**src/rtl/decode_pkg.sv**
```systemverilog
// Shared encodings, FSM states and control bundle for the registered RV32I decode stage.
package decode_pkg;

  localparam logic [6:0] OP_RALU     = 7'b0110011;
  localparam logic [6:0] OP_IALU     = 7'b0010011;
  localparam logic [6:0] OP_ILOAD    = 7'b0000011;
  localparam logic [6:0] OP_SSTORE   = 7'b0100011;
  localparam logic [6:0] OP_ULOAD    = 7'b0110111;
  localparam logic [6:0] OP_UPC      = 7'b0010111;
  localparam logic [6:0] OP_IJUMP    = 7'b1100111;
  localparam logic [6:0] OP_SBBRANCH = 7'b1100011;
  localparam logic [6:0] OP_UJJUMP   = 7'b1101111;
  localparam logic [6:0] OP_ULADC    = 7'b0001011;
  localparam logic [6:0] OP_SSDAC    = 7'b0101011;

  localparam logic [2:0] WS_ALU = 3'b000;
  localparam logic [2:0] WS_RAM = 3'b001;
  localparam logic [2:0] WS_PC4 = 3'b010;
  localparam logic [2:0] WS_MUL = 3'b011;
  localparam logic [2:0] WS_ADC = 3'b100;

  localparam logic [1:0] PC_INC  = 2'b00;
  localparam logic [1:0] PC_JALR = 2'b01;
  localparam logic [1:0] PC_BR   = 2'b10;
  localparam logic [1:0] PC_JAL  = 2'b11;

  localparam logic [2:0] IMM_NONE = 3'b000;
  localparam logic [2:0] IMM_I    = 3'b001;
  localparam logic [2:0] IMM_SH   = 3'b010;
  localparam logic [2:0] IMM_S    = 3'b011;
  localparam logic [2:0] IMM_U    = 3'b100;

  typedef enum logic [2:0] {
    ST_IDLE,
    ST_ISSUE,
    ST_LOAD_WAIT,
    ST_LOAD_WB,
    ST_MUL_WAIT
  } state_t;

  typedef struct packed {
    logic [3:0] aluop;
    logic       regw;
    logic       ramr;
    logic       ramw;
    logic       sext;
    logic       mulen;
    logic       outputbool;
    logic [2:0] imm;
    logic [2:0] writesel;
    logic [1:0] pcsel;
  } ctrl_t;

endpackage

```
**src/rtl/decode_comb.sv**
```systemverilog
// Pure instruction decode: raw instruction in, control bundle plus sequencing hints out.
module decode_comb
  import decode_pkg::*;
#(
  parameter bit EN_M      = 1'b1,
  parameter bit EN_CUSTOM = 1'b1
) (
  input  logic [31:0] instr,
  output ctrl_t       ctrl,
  output logic        illegal,
  output logic        is_load,
  output logic        is_mul
);

  logic [6:0] op;
  logic [2:0] f3;
  logic [6:0] f7;
  logic       unused_fields;

  assign op = instr[6:0];
  assign f3 = instr[14:12];
  assign f7 = instr[31:25];
  assign unused_fields = ^{instr[24:15], instr[11:7]};

  always_comb begin
    ctrl    = '0;
    illegal = 1'b0;
    is_load = 1'b0;
    is_mul  = 1'b0;
    case (op)
      OP_RALU: begin
        if (f7 == 7'b0000001) begin
          // the stage decides when regw fires; decode only tags the multiply
          if (EN_M) begin
            is_mul        = 1'b1;
            ctrl.mulen    = 1'b1;
            ctrl.writesel = WS_MUL;
          end else begin
            illegal = 1'b1;
          end
        end else begin
          ctrl.aluop = {f3, f7[5]};
          ctrl.regw  = 1'b1;
        end
      end
      OP_IALU: begin
        ctrl.regw = 1'b1;
        if (f3 == 3'b001 || f3 == 3'b101) begin
          ctrl.aluop = {f3, f7[5]};
          ctrl.imm   = IMM_SH;
          ctrl.sext  = ({f3, f7[5]} != 4'b1010);
        end else if (f3 == 3'b011) begin
          ctrl.aluop = 4'b0110;
          ctrl.imm   = IMM_I;
          ctrl.sext  = 1'b0;
        end else begin
          ctrl.aluop = {f3, 1'b0};
          ctrl.imm   = IMM_I;
          ctrl.sext  = 1'b1;
        end
      end
      OP_ILOAD: begin
        is_load   = 1'b1;
        ctrl.ramr = 1'b1;
        ctrl.imm  = IMM_I;
      end
      OP_SSTORE: begin
        ctrl.imm  = IMM_S;
        ctrl.ramw = 1'b1;
      end
      OP_ULOAD, OP_UPC: begin
        ctrl.imm  = IMM_U;
        ctrl.regw = 1'b1;
      end
      OP_IJUMP: begin
        ctrl.pcsel    = PC_JALR;
        ctrl.regw     = 1'b1;
        ctrl.writesel = WS_PC4;
      end
      OP_SBBRANCH: ctrl.pcsel = PC_BR;
      OP_UJJUMP: begin
        ctrl.pcsel    = PC_JAL;
        ctrl.regw     = 1'b1;
        ctrl.writesel = WS_PC4;
      end
      OP_ULADC: begin
        if (EN_CUSTOM) begin
          ctrl.regw     = 1'b1;
          ctrl.imm      = IMM_U;
          ctrl.writesel = WS_ADC;
        end else begin
          illegal = 1'b1;
        end
      end
      OP_SSDAC: begin
        if (EN_CUSTOM) ctrl.outputbool = 1'b1;
        else           illegal = 1'b1;
      end
      default: illegal = 1'b1;
    endcase
  end

endmodule

```
**src/rtl/decode_stage.sv**
```systemverilog
// Registered decode stage: one-cycle-latency control bundle, with internal sequencing
// of multi-cycle loads and multiplies and a ready/valid accept handshake.
module decode_stage
  import decode_pkg::*;
#(
  parameter int XLEN      = 32,
  parameter int LOAD_LAT  = 1,
  parameter int MUL_LAT   = 2,
  parameter bit EN_M      = 1'b1,
  parameter bit EN_CUSTOM = 1'b1
) (
  input  logic            clock,
  input  logic            nreset,
  input  logic            instr_valid,
  input  logic [XLEN-1:0] instr,
  output logic            instr_ready,
  input  logic            hold,
  output logic            ctrl_valid,
  output logic [3:0]      AluOp,
  output logic            regw,
  output logic            ramR,
  output logic            ramW,
  output logic            sext,
  output logic            mulEn,
  output logic            outputbool,
  output logic [2:0]      imm,
  output logic [2:0]      writesel,
  output logic [1:0]      pcsel,
  output logic            illegal,
  output logic            busy
);

  if (XLEN != 32) begin : g_bad_xlen
    $error("decode_stage: only XLEN=32 is supported");
  end
  if (LOAD_LAT < 0 || LOAD_LAT > 7) begin : g_bad_load_lat
    $error("decode_stage: LOAD_LAT must be 0..7");
  end
  if (MUL_LAT < 1 || MUL_LAT > 7) begin : g_bad_mul_lat
    $error("decode_stage: MUL_LAT must be 1..7");
  end

  ctrl_t  dec_ctrl;
  logic   dec_ill, dec_ld, dec_mul;

  decode_comb #(
    .EN_M      (EN_M),
    .EN_CUSTOM (EN_CUSTOM)
  ) u_dec (
    .instr   (instr),
    .ctrl    (dec_ctrl),
    .illegal (dec_ill),
    .is_load (dec_ld),
    .is_mul  (dec_mul)
  );

  state_t     state, nxt_st;
  logic [2:0] cnt, nxt_cnt;
  ctrl_t      ctrl_q, nxt_ctrl;
  logic       vld_q, nxt_vld;
  logic       ill_q, nxt_ill;
  logic       rdy_q, nxt_rdy;
  // an ISSUE cycle that opens a load or multi-cycle multiply sequence
  logic       pend_ld, nxt_pld;
  logic       pend_mul, nxt_pmul;
  logic       accept;

  assign instr_ready = rdy_q & ~hold;
  assign accept      = instr_valid & instr_ready;
  assign busy        = (state != ST_IDLE) && (state != ST_ISSUE);

  always_comb begin
    nxt_st   = state;
    nxt_cnt  = cnt;
    nxt_ctrl = '0;
    nxt_vld  = 1'b0;
    nxt_ill  = 1'b0;
    nxt_rdy  = 1'b1;
    nxt_pld  = 1'b0;
    nxt_pmul = 1'b0;
    if (state == ST_ISSUE && pend_ld) begin
      nxt_vld = 1'b1;
      if (LOAD_LAT == 0) begin
        nxt_st            = ST_LOAD_WB;
        nxt_ctrl.regw     = 1'b1;
        nxt_ctrl.writesel = WS_RAM;
      end else begin
        nxt_st  = ST_LOAD_WAIT;
        nxt_cnt = 3'(LOAD_LAT - 1);
        nxt_rdy = 1'b0;
      end
    end else if (state == ST_ISSUE && pend_mul) begin
      nxt_st            = ST_MUL_WAIT;
      nxt_vld           = 1'b1;
      nxt_ctrl.mulen    = 1'b1;
      nxt_ctrl.writesel = WS_MUL;
      nxt_cnt           = 3'(MUL_LAT - 2);
      nxt_ctrl.regw     = (MUL_LAT == 2);
      nxt_rdy           = (MUL_LAT == 2);
    end else if (state == ST_LOAD_WAIT) begin
      nxt_vld = 1'b1;
      if (cnt == 3'd0) begin
        nxt_st            = ST_LOAD_WB;
        nxt_ctrl.regw     = 1'b1;
        nxt_ctrl.writesel = WS_RAM;
      end else begin
        nxt_cnt = cnt - 3'd1;
        nxt_rdy = 1'b0;
      end
    end else if (state == ST_MUL_WAIT && cnt != 3'd0) begin
      // cnt counts remaining MUL_WAIT cycles after the current one
      nxt_vld           = 1'b1;
      nxt_ctrl.mulen    = 1'b1;
      nxt_ctrl.writesel = WS_MUL;
      nxt_cnt           = cnt - 3'd1;
      nxt_ctrl.regw     = (cnt == 3'd1);
      nxt_rdy           = (cnt == 3'd1);
    end else if (accept) begin
      nxt_st   = ST_ISSUE;
      nxt_vld  = 1'b1;
      nxt_ctrl = dec_ctrl;
      nxt_ill  = dec_ill;
      nxt_pld  = dec_ld;
      nxt_pmul = dec_mul && (MUL_LAT > 1);
      nxt_rdy  = !(dec_ld || nxt_pmul);
      if (dec_mul && MUL_LAT == 1) nxt_ctrl.regw = 1'b1;
    end else begin
      nxt_st = ST_IDLE;
    end
  end

  always_ff @(posedge clock or negedge nreset) begin
    if (!nreset) begin
      state    <= ST_IDLE;
      cnt      <= 3'd0;
      ctrl_q   <= '0;
      vld_q    <= 1'b0;
      ill_q    <= 1'b0;
      rdy_q    <= 1'b1;
      pend_ld  <= 1'b0;
      pend_mul <= 1'b0;
    end else if (!hold) begin
      state    <= nxt_st;
      cnt      <= nxt_cnt;
      ctrl_q   <= nxt_ctrl;
      vld_q    <= nxt_vld;
      ill_q    <= nxt_ill;
      rdy_q    <= nxt_rdy;
      pend_ld  <= nxt_pld;
      pend_mul <= nxt_pmul;
    end
  end

  assign ctrl_valid = vld_q;
  assign illegal    = ill_q;
  assign AluOp      = ctrl_q.aluop;
  assign regw       = ctrl_q.regw;
  assign ramR       = ctrl_q.ramr;
  assign ramW       = ctrl_q.ramw;
  assign sext       = ctrl_q.sext;
  assign mulEn      = ctrl_q.mulen;
  assign outputbool = ctrl_q.outputbool;
  assign imm        = ctrl_q.imm;
  assign writesel   = ctrl_q.writesel;
  assign pcsel      = ctrl_q.pcsel;

endmodule

```
**config.mk**
```make
export PLATFORM = sky130hd
export DESIGN_NAME = decode_stage
export DESIGN_NICKNAME = d
export VERILOG_FILES = /design/src/rtl/decode_pkg.sv /design/src/rtl/decode_comb.sv /design/src/rtl/decode_stage.sv
export SDC_FILE = /design/constraint.sdc
export NUM_CORES = 1
export LEC_CHECK = 0
export CAP_MARGIN = 20
export CORE_AREA = 3 3 61 63
export CTS_CLUSTER_SIZE = 28
export DETAILED_ROUTE_END_ITERATION = 12
export DIE_AREA = 0 0 64 66
export DONT_BUFFER_PORTS = 1
export PLACE_DENSITY = 0.74
export SLEW_MARGIN = 20
export SYNTH_ARGS = -nofsm -noshare
export SYNTH_HDL_FRONTEND = slang
export SYNTH_HIERARCHICAL = 1
export SYNTH_SLANG_ARGS = --single-unit
```
**constraint.sdc**
```tcl
create_clock -name clock -period 1.9 [get_ports clock]
set_input_delay 0.57 -clock clock [delete_from_list [all_inputs] [get_ports clock]]
set_output_delay 0.57 -clock clock [all_outputs]
set_load 0.02 [all_outputs]
```
==> run_results.csv, run 1 <==
group,metric,value,unit
outcome,outcome,"complete, no violations",
timing,tightest_slew,0.4808,ns
synthesis,synth_edf_count,0,
global_routing,grt_max_degree,37,
pwr,peakVddDrop,0.0004103,V
timing,finalCritPeriodShare,96.61,%
timing,min_period,1.836,ns
synthesis,synth_top_family_by_area,"simple AND/OR/NAND/NOR gates",
timing,max_slew_margin,67.68,%
global_routing,grt_pass1_vias,1404,
place,post-place-cells,227,
place,gp_congestion,0.8902,
floorplan,start_util,54.51,%
synthesis,ys_seq_elements,29,
clock_network,cts.sinks,29,
synthesis,synth_top_area_share,39.13,%
global_routing,grtUsageTotal,20.94,%
synthesis,synth-async-reset-ratio,100.0,%
synthesis,synth_ff_type,"dfrtp_1",
synthesis,syn-num-nets,227,
cells_and_area,instances_no_fill,238,
drt,first_pass_iters,4,
cells_and_area,nets,230,
synthesis,avgSynthCellArea,9.524,um2
synthesis,synth.area.top_cells,"dfrtp_1 (39%), a22o_1 (8.8%), nor2_1 (3.6%)",
place,hpwlAfterDp,2974,um
floorplan,die_y,66,um
cells_and_area,syn_to_final_growth,9.784,%
timing,setup_viol,0,
pwr,power_density,987.3,nW/um2
setup_path,r2r_slack,0.06,ns
flow_run,max_cap_viol_count,0,
drt,drt_iter0_markers,95,
setup_path,path_cells,"inv_1 > ha_1 > nor2b_2 > or3_4 > or4b_1 > nand3_1",
synthesis,synth_fa_ha_area_share,2.096,%
timing,clock_skew,0.01191,ns
clock_network,cts_max_level,2,
clock_network,clk_path_buf_depth,2,
timing,rsz0062_at_grt,"yes",
setup_path,path_buf_inv,1,
floorplan,coreArea,3284,um2
synthesis,synth_xor_area_share,0.9783,%
synthesis,synth_cells,188,
timing,fmax,544.8,MHz
drt,drt_wl_total,4099,um
setup_path,cp.arrival,2.11,ns
setup_path,critPathMaxFanout,6,
setup_path,end_kind,"flip-flop",
drt,antenna_left,0,
floorplan,rows,21,
clock_network,cts_root_buffer,"clkbuf_4",
setup_path,slowest_stage,"or4b_1",
synthesis,synth-simple-area-share,24.74,%
synthesis,synth_cell_types,48,
synthesis,synthMuxAreaShare,1.188,%
global_routing,grt_overflow,0,
global_routing,antenna_found_initial,0,
timing,timing.hold.ws,0.03899,ns
global_routing,grt_pass1_wl,6837,um
timing,slew_viol_final,0,
cells_and_area,drive_above_1_share,17.71,%
cells_and_area,diodes,0,
timing,report.final.hold_viol_count,0,
drt,viasPerCell,6.050,
drt,wire_per_inst,17.22,um
clock_network,clkTransAtPathRegs,0.10,ns
floorplan,ios,58,
synthesis,yosysWarnings,6,
drt,vias,1440,
setup_path,critical_path_class,"flip-flop to flip-flop",
clock_network,cts_tree,"done",
pwr,p_leak,0.8410,nW
setup_path,required,2.17,ns
min_path,hold_path_class,"input port to async pin",
synthesis,yosysTopAreaCell,"dfrtp_1",
floorplan,die_w,64,um
synthesis,seq_area_frac_synth,40.60,%
setup_path,startpoint_type,"flip-flop",
floorplan,dieArea,4224,um2
synthesis,synth_area,1790,um2
setup_path,slowest_delay,0.48,ns
clock_network,numCtsBuffers,5,
clock_network,insertion_delay,0.33,ns
synthesis,synth_compound_area_share,23.27,%
setup_path,cpLargestDelayFamily,"simple AND/OR/NAND/NOR gates",
drt,drc_errors,0,
place,io_buffers,0,
[registers in the layout, summed over array words and instances, names as in the netlist]
name,flops
ctrl_valid,1
cnt,3
state,3
rdy_q,1
imm,3
AluOp,4
mulEn,1
sext,1
pcsel,2
pend_mul,1
outputbool,1
illegal,1
regw,1
pend_ld,1
writesel,3
ramW,1
ramR,1
[placed cells by master (no fill, tap or decap), types with 2 or more instances in the layout]
cell type  instances
nand2_1            9
a21o_1             2
or4b_1             2
nor3_1             4
buf_12             2
nor2_1            16
clkbuf_4           5
nand3b_1           6
nand2b_1           5
xnor2_1            2
nand3_1            3
inv_1              7
nor4_1             2
a21oi_1            8
dfrtp_1           27
a22o_1            18
nor2b_1            7
o21ai_0            9
a211oi_1           3
ha_1               3
buf_4             10
o21bai_1           2
nand4bb_1          3
and2_1             7
[through the flow]
stage,utilization [%],cell area (um2),power [W],setup TNS [ns],setup WS [ns]
5_1_grt,59.85,1966,0.002057,-0.01029,-0.01029
3_3_place_gp,55.35,1818,0.001323,-0.3477,-0.02652
4_1_cts,59.35,1949,0.001939,0,0.05584
2_1_floorplan,-,1790,0.001228,0,0.01530
6_report,59.85,1966,0.001941,0,0.06432
3_5_place_dp,55.35,1818,0.001360,-1.322,-0.08513
[Yosys cell counts, types with 3 or more instances]
library cell	instances
nor2_1	17
buf_4	5
nor2b_1	7
a22o_1	18
ha_1	3
dfrtp_1	28
a211oi_1	3
nand3_1	3
and2_1	7
o311ai_0	3
nand2b_1	5
clkbuf_1	6
nor3_1	4
o21ai_0	9
buf_2	3
nand3b_1	6
nand4bb_1	3
a21oi_1	8
inv_1	7
nand2_1	9
[final timing paths]
kind | from | to | cells past startpoint
setup / recovery | cnt[0] | cnt[2] | 6
hold / removal | nreset | outputbool | 1
setup reg to reg | cnt[0] | cnt[2] | 6
hold reg to reg | rdy_q | rdy_q | 2
max in group asynchronous | nreset | state[2] | 1
min in group clock | hold | cnt[1] | 1
[what timing repair did]
| action | in CTS | in global routing |
|---|---|---|
| buffers inserted | 1 | 1 |
| endpoints found under the hold margin | 28 | 0 |
| setup endpoints to repair | 19 | 4 |
| hold buffers | 1 | 0 |
| gates resized for setup | 2 | 3 |
| pin swaps | 1 | 0 |
[per-layer routing]
layer	global-route usage, %	up-vias	routed length (um)
li1	-	686	-
met4	6.199	0	51
met2	33.42	56	1920
met1	26.78	692	1842
met3	7.143	6	284
met5	0	-	0
[cell type report]
cell class | instances | area [um2]
Multi-Input combinational cell | 135 | 945.9
Sequential cell | 29 | 728.2
Fill cell | 284 | 1319
Tap cell | 46 | 57.56
Timing Repair Buffer | 12 | 115.1
Inverter | 8 | 30.03
Clock buffer | 6 | 51.30
Clock inverter | 2 | 37.54
[power breakdown]
part / internal [W] / switching, W
clock network: 0.000313 / 0.000223
logic: 0.000286 / 0.000311
registers: 0.000696 / 0.000112
[kinds of logic after synthesis]
family / after synthesis
compound gates: 54
fa+ha+maj: 3
xor+xnor: 2
buf+inv: 24
flops: 29
simple gates: 74
mux: 2
Power figures use the tool's default switching activity.
==> run 2, diff against run 1 <==
- ABC_AREA: default -> 1
- CORE_AREA: 3 3 61 63 -> 3 3 62 64
- DIE_AREA: 0 0 64 66 -> 0 0 65 67
- PLACE_DENSITY: 0.74 -> 0.79
==> run 2 against run 1 <==
  * Clock skew fell by 0.0042 ns
  * Maximum frequency increased by 2.1%
  * Power decreased by 28%
  * Synthesized cell count is 36% higher
  * Final cell count grew 29%
  * Hold slack improved by 0.00085 ns
  * Combinational power shrank 57%
  * Largest power group unchanged
==> run_results.csv, run 2 <==
group,metric,value,unit
clock_network,clkTransAtPathRegs,0.10,ns
clock_network,cts_max_level,2,
setup_path,r2r_slack,0.18,ns
timing,finalCritPeriodShare,94.63,%
setup_path,reg2regPathDepth,10,
setup_path,crit-reg2reg-capture,"cnt[0]",
floorplan,die_w,65,um
cells_and_area,nets,299,
setup_path,cp.arrival,1.23,ns
global_routing,grt_pass1_wl,6513,um
synthesis,synth.area.top_cells,"dfrtp_1 (37%), nand2_1 (17%), inv_1 (6.6%)",
timing,fmax,556.2,MHz
setup_path,required,1.33,ns
floorplan,rows,21,
pwr,peakVddDrop,0.0003286,V
clock_network,insertion_delay,0.33,ns
synthesis,ys_seq_elements,29,
synthesis,synth-async-reset-ratio,100.0,%
synthesis,synth_cell_types,32,
global_routing,grt_use_met2,31.03,%
timing,max_slew_margin,66.26,%
cells_and_area,mostFrequentLayoutCell,"nand2_1",
drt,wire_per_inst,12.24,um
global_routing,grt_overflow,0,
synthesis,yosysTopAreaCell,"dfrtp_1",
clock_network,cts_root_buffer,"clkbuf_4",
drt,vias,1552,
setup_path,slowest_delay,0.56,ns
timing,min_period,1.798,ns
global_routing,grt_pass1_vias,1423,
synthesis,synth_area,1876,um2
place,gp_congestion,0.9179,
synthesis,synth_top_area_share,37.36,%
global_routing,met3_usage,5.902,%
floorplan,die_y,67,um
floorplan,ios,58,
setup_path,critical_path_class,"flip-flop to output pin",
drt,antenna_left,0,
setup_path,critPathMaxFanout,3,
global_routing,grt_max_degree,29,
global_routing,gr-max-usage-layer,"met2",
setup_path,path_buf_inv,2,
clock_network,cts.sinks,29,
pwr,finalPower,0.001394,W
clock_network,numCtsBuffers,5,
cells_and_area,diodes,0,
clock_network,cts_tree,"done",
cells_and_area,drive_above_1_share,20.69,%
timing,slew_viol_final,0,
synthesis,synth_edf_count,0,
place,hpwlAfterDp,2829,um
flow_run,max_cap_viol_count,0,
synthesis,synth_cells,256,
cells_and_area,instances_no_fill,307,
setup_path,slowest_stage,"dfstp_2",
place,postPlaceCellArea,1894,um2
drt,first_pass_iters,4,
timing,tightest_slew,0.5023,ns
clock_network,clk_path_buf_depth,2,
timing,rsz0062_at_grt,"no",
synthesis,synth_ff_type,"dfrtp_1",
pwr,power_density,700.5,nW/um2
setup_path,startpoint_type,"flip-flop",
floorplan,dieArea,4355,um2
setup_path,end_kind,"output pin",
setup_path,timing.rr.start,"cnt[0]",
cells_and_area,syn_to_final_growth,6.071,%
timing,setup_viol,0,
drt,drt_iter0_markers,66,
timing,timing.hold.ws,0.03984,ns
drt,drt_wl_total,3757,um
synthesis,syn-num-nets,295,
synthesis,yosys-top-cells-count,"nand2_1 (83), inv_1 (33), dfrtp_1 (28)",
setup_path,cpLargestDelayFamily,"flip-flops",
place,post-place-cells,298,
timing,setup_tns,0,ns
cells_and_area,fin_area,1989,um2
cells_and_area,largest_reg_flops,4,
min_path,hold_path_class,"input port to async pin",
synthesis,yosysWarnings,6,
setup_path,path_cells,"inv_1 > nor2_4 > buf_4",
cells_and_area,final_cell_mix,"nand2_1 (83), inv_1 (33), dfrtp_1 (28)",
global_routing,antenna_found_initial,0,
setup_path,path_depth,3,
drt,viasPerCell,5.055,
synthesis,seq_area_frac_synth,38.76,%
floorplan,coreArea,3337,um2
drt,drc_errors,0,
outcome,outcome,"complete, no violations",
global_routing,grtUsageTotal,19.60,%
floorplan,start_util,56.21,%
timing,clock_skew,0.007734,ns
cells_and_area,fill_cells,324,
place,io_buffers,0,
timing,report.final.hold_viol_count,0,
global_routing,grtUsageMet1,25.24,%
synthesis,synth.most_common_cell,"nand2_1",
synthesis,avgSynthCellArea,7.326,um2
pwr,p_leak,1.019,nW
-- run 2: timing repair --
item / CTS / global route
setup endpoints to repair: 0 / 1
gates resized for setup: 0 / 1
endpoints found under the hold margin: 28 / 0
buffers inserted: 0 / 0
hold buffers: 1 / 0
-- run 2: through the flow --
| stage | setup slack [ns] | util, % |
|---|---|---|
| floorplan | 0.2032 | - |
| global placement | 0.1741 | 56.77 |
| detailed placement | 0.1259 | 56.77 |
| CTS | 0.04916 | 59.47 |
| global route | 0.02673 | 59.62 |
| finish | 0.1020 | 59.62 |
-- run 2: how the worst max path moves through the flow --
stage,from,endpoint
after floorplan,instr[0],mulEn
after global placement,instr[0],mulEn
after detailed placement,instr[0],mulEn
after CTS,rdy_q,instr_ready
after global routing,rdy_q,instr_ready
final,rdy_q,instr_ready
-- run 2: cell families (layout without fill, tap and decap cells) --
family | Yosys count | after routing | share of synthesized area [%]
adder cells (fa/ha/maj) | 3 | 3 | 2.002
flip-flops | 29 | 29 | 38.76
AO/OA/AOI/OAI | 39 | 39 | 14.14
buffers and inverters | 47 | 52 | 11.41
XOR/XNOR | 1 | 1 | 0.4671
AND/OR/NAND/NOR | 137 | 137 | 33.22
-- run 2: routing by layer --
metal / routed length (um) / vias to the layer above / share of wire [%]
met4: 19 / 0 / 0.51
li1: - / 809 / -
met3: 238 / 4 / 6.3
met1: 1630 / 689 / 43
met5: 0 / - / 0
met2: 1867 / 50 / 50
-- run 2: worst register-to-register path: cells and delay by family, from the launching register on --
kind | cells | cell delay, ns
flops | 1 | 0.39
simple gates | 7 | 0.86
fa+ha+maj | 1 | 0.22
buf+inv | 2 | 0.15
-- run 2: area by class of cell --
cell class | instances | area (um2) | area share [%]
multi-input cells | 180 | 939.7 | 47.23
flip-flops and latches | 29 | 726.9 | 36.54
inverters | 40 | 152.6 | 7.673
clock buffers | 7 | 65.06 | 3.270
well taps | 46 | 57.56 | 2.893
repair buffers | 4 | 42.54 | 2.138
clock inverters | 1 | 5.005 | 0.2516
-- run 2: report_power, final --
part | switching, W | internal [W] | total, W
logic | 0.000167 | 0.0000919 | 0.000259
clock network | 0.000216 | 0.000214 | 0.000430
registers | 0.0000473 | 0.000658 | 0.000705
total | 0.000430 | 0.000964 | 0.00139
==> run 3, diff against run 2 <==
- CORE_AREA: 3 3 62 64 -> 3 3 57 69
- DIE_AREA: 0 0 65 67 -> 0 0 60 72
==> run 3 against run 2 <==
  * Cell area increased by 0.19%
  * Critical path depth is the same
  * Maximum frequency is 2.4% higher
  * Hold slack better by 0.067 ns
  * Sequential power about the same
  * Combinational power increased by 5%
  * Non-clock buffer count stayed put
  * Final cell count decreased by 2.9%
  * Critical endpoint unchanged
  * Count of clock-buffer cells in the layout grew 1
  * Critical path type unchanged
  * Utilization rose by 0.090 points
  * Clock skew shrank 0.0033 ns
  * Sequential share of layout area shrank 0.069 points
==> run_results.csv, run 3 (same netlist as run 2, synthesis figures left out) <==
group,metric,value,unit
timing,max_slew_margin,68.33,%
pwr,peakVddDrop,0.0004778,V
clock_network,cts_tree,"done",
clock_network,clk_path_buf_depth,2,
place,hpwlAfterDp,2937,um
cells_and_area,final_cell_mix,"nand2_1 (83), inv_1 (33), dfrtp_1 (28)",
drt,drc_errors,0,
cells_and_area,largest_reg_flops,4,
setup_path,reg2regPathDepth,10,
floorplan,die_y,72,um
clock_network,clkTransAtPathRegs,0.06,ns
setup_path,cp.arrival,1.19,ns
global_routing,grt_overflow,0,
floorplan,die_w,60,um
setup_path,critical_path_class,"flip-flop to output pin",
cells_and_area,diodes,0,
drt,first_pass_iters,4,
timing,finalCritPeriodShare,92.46,%
timing,report.final.hold_viol_count,0,
cells_and_area,drive_above_1_share,19.92,%
outcome,outcome,"complete, no violations",
cells_and_area,syn_to_final_growth,6.271,%
floorplan,rows,23,
pwr,power_density,751.0,nW/um2
global_routing,grt_max_degree,29,
setup_path,crit-reg2reg-capture,"cnt[0]",
timing,slew_viol_final,0,
place,post-place-cells,289,
setup_path,critPathLaunch,"rdy_q",
floorplan,coreArea,3338,um2
timing,rsz0062_at_grt,"no",
pwr,p_leak,1.022,nW
place,gp_congestion,0.8420,
timing,clock_skew,0.004459,ns
floorplan,ios,58,
drt,drt_wl_total,3917,um
clock_network,cts_root_buffer,"clkbuf_8",
setup_path,end_kind,"output pin",
flow_run,max_cap_viol_count,0,
place,postPlaceCellArea,1883,um2
global_routing,grt_pass1_wl,6541,um
drt,drt_iter0_markers,38,
timing,min_period,1.757,ns
clock_network,numCtsBuffers,5,
cells_and_area,fill_cells,319,
clock_network,cts.sinks,29,
setup_path,r2r_slack,0.19,ns
pwr,finalPower,0.001497,W
setup_path,path_depth,3,
clock_network,cts_max_level,2,
min_path,hold_path_class,"input port to async pin",
cells_and_area,mostFrequentLayoutCell,"nand2_1",
cells_and_area,nets,299,
drt,vias,1577,
cells_and_area,fin_area,1993,um2
drt,wire_per_inst,13.14,um
timing,setup_tns,0,ns
setup_path,slowest_stage,"dfstp_2",
cells_and_area,seq_area,726.9,um2
cells_and_area,final_util,59.71,%
global_routing,grt_pass1_vias,1472,
setup_path,critPathMaxFanout,3,
setup_path,timing.rr.start,"cnt[0]",
clock_network,post_cts_resized,0,
clock_network,insertion_delay,0.28,ns
timing,tightest_slew,0.4714,ns
drt,viasPerCell,5.292,
global_routing,grtUsageTotal,20.33,%
floorplan,dieArea,4320,um2
setup_path,cpLargestDelayFamily,"flip-flops",
setup_path,required,1.33,ns
global_routing,antenna_found_initial,0,
setup_path,crit_end,"instr_ready",
cells_and_area,instances_no_fill,298,
drt,antenna_left,0,
timing,setup_viol,0,
setup_path,startpoint_type,"flip-flop",
cells_and_area,multi_input_area,934.6,um2
setup_path,path_buf_inv,2,
setup_path,slowest_delay,0.54,ns
setup_path,path_cells,"inv_1 > nor2_2 > buf_4",
floorplan,start_util,56.18,%
timing,fmax,569.2,MHz
place,io_buffers,0,
==> run 3: power breakdown <==
part / total (W) / internal, W / switching, W
registers: 0.000705 / 0.000659 / 0.0000461
clock network: 0.000521 / 0.000295 / 0.000226
logic: 0.000271 / 0.0000936 / 0.000177
==> run 3: layout make-up <==
type,instances,share of cell area [%]
inverters,40,7.658
clock buffers,8,4.520
repair buffers,4,2.134
well taps,37,2.323
flip-flops and latches,29,36.47
multi-input cells,180,46.89
==> run 3: per-stage QoR <==
step | worst slack (ns) | hold WS [ns]
after floorplan | 0.2032 | 0.2744
after global placement | 0.1210 | 0.2753
after detailed placement | 0.1276 | 0.2752
after CTS | 0.1281 | 0.1051
after global routing | 0.04665 | 0.09732
final | 0.1433 | 0.1064
==> run 3: worst min-delay path by stage <==
| stage | startpoint | end | slack, ns |
|---|---|---|---|
| after floorplan | nreset | AluOp[0] | 0.27 |
| after global placement | nreset | state[2] | 0.28 |
| after detailed placement | nreset | state[2] | 0.28 |
| after CTS | nreset | sext | 0.11 |
| after global routing | nreset | AluOp[0] | 0.1 |
| final | nreset | AluOp[0] | 0.11 |
==> run 3: per-layer routing <==
layer / vias up / wire, um / GRT usage, %
met5: - / 0 / 0
met4: 0 / 67 / 10.34
met3: 6 / 225 / 6.406
met2: 41 / 1999 / 33.41
met1: 725 / 1625 / 23.28
li1: 805 / - / -
==> run 3: timing repair <==
item,4_1_cts,5_1_grt
setup buffers,0,0
hold buffers,1,0
hold endpoints to repair,28,0
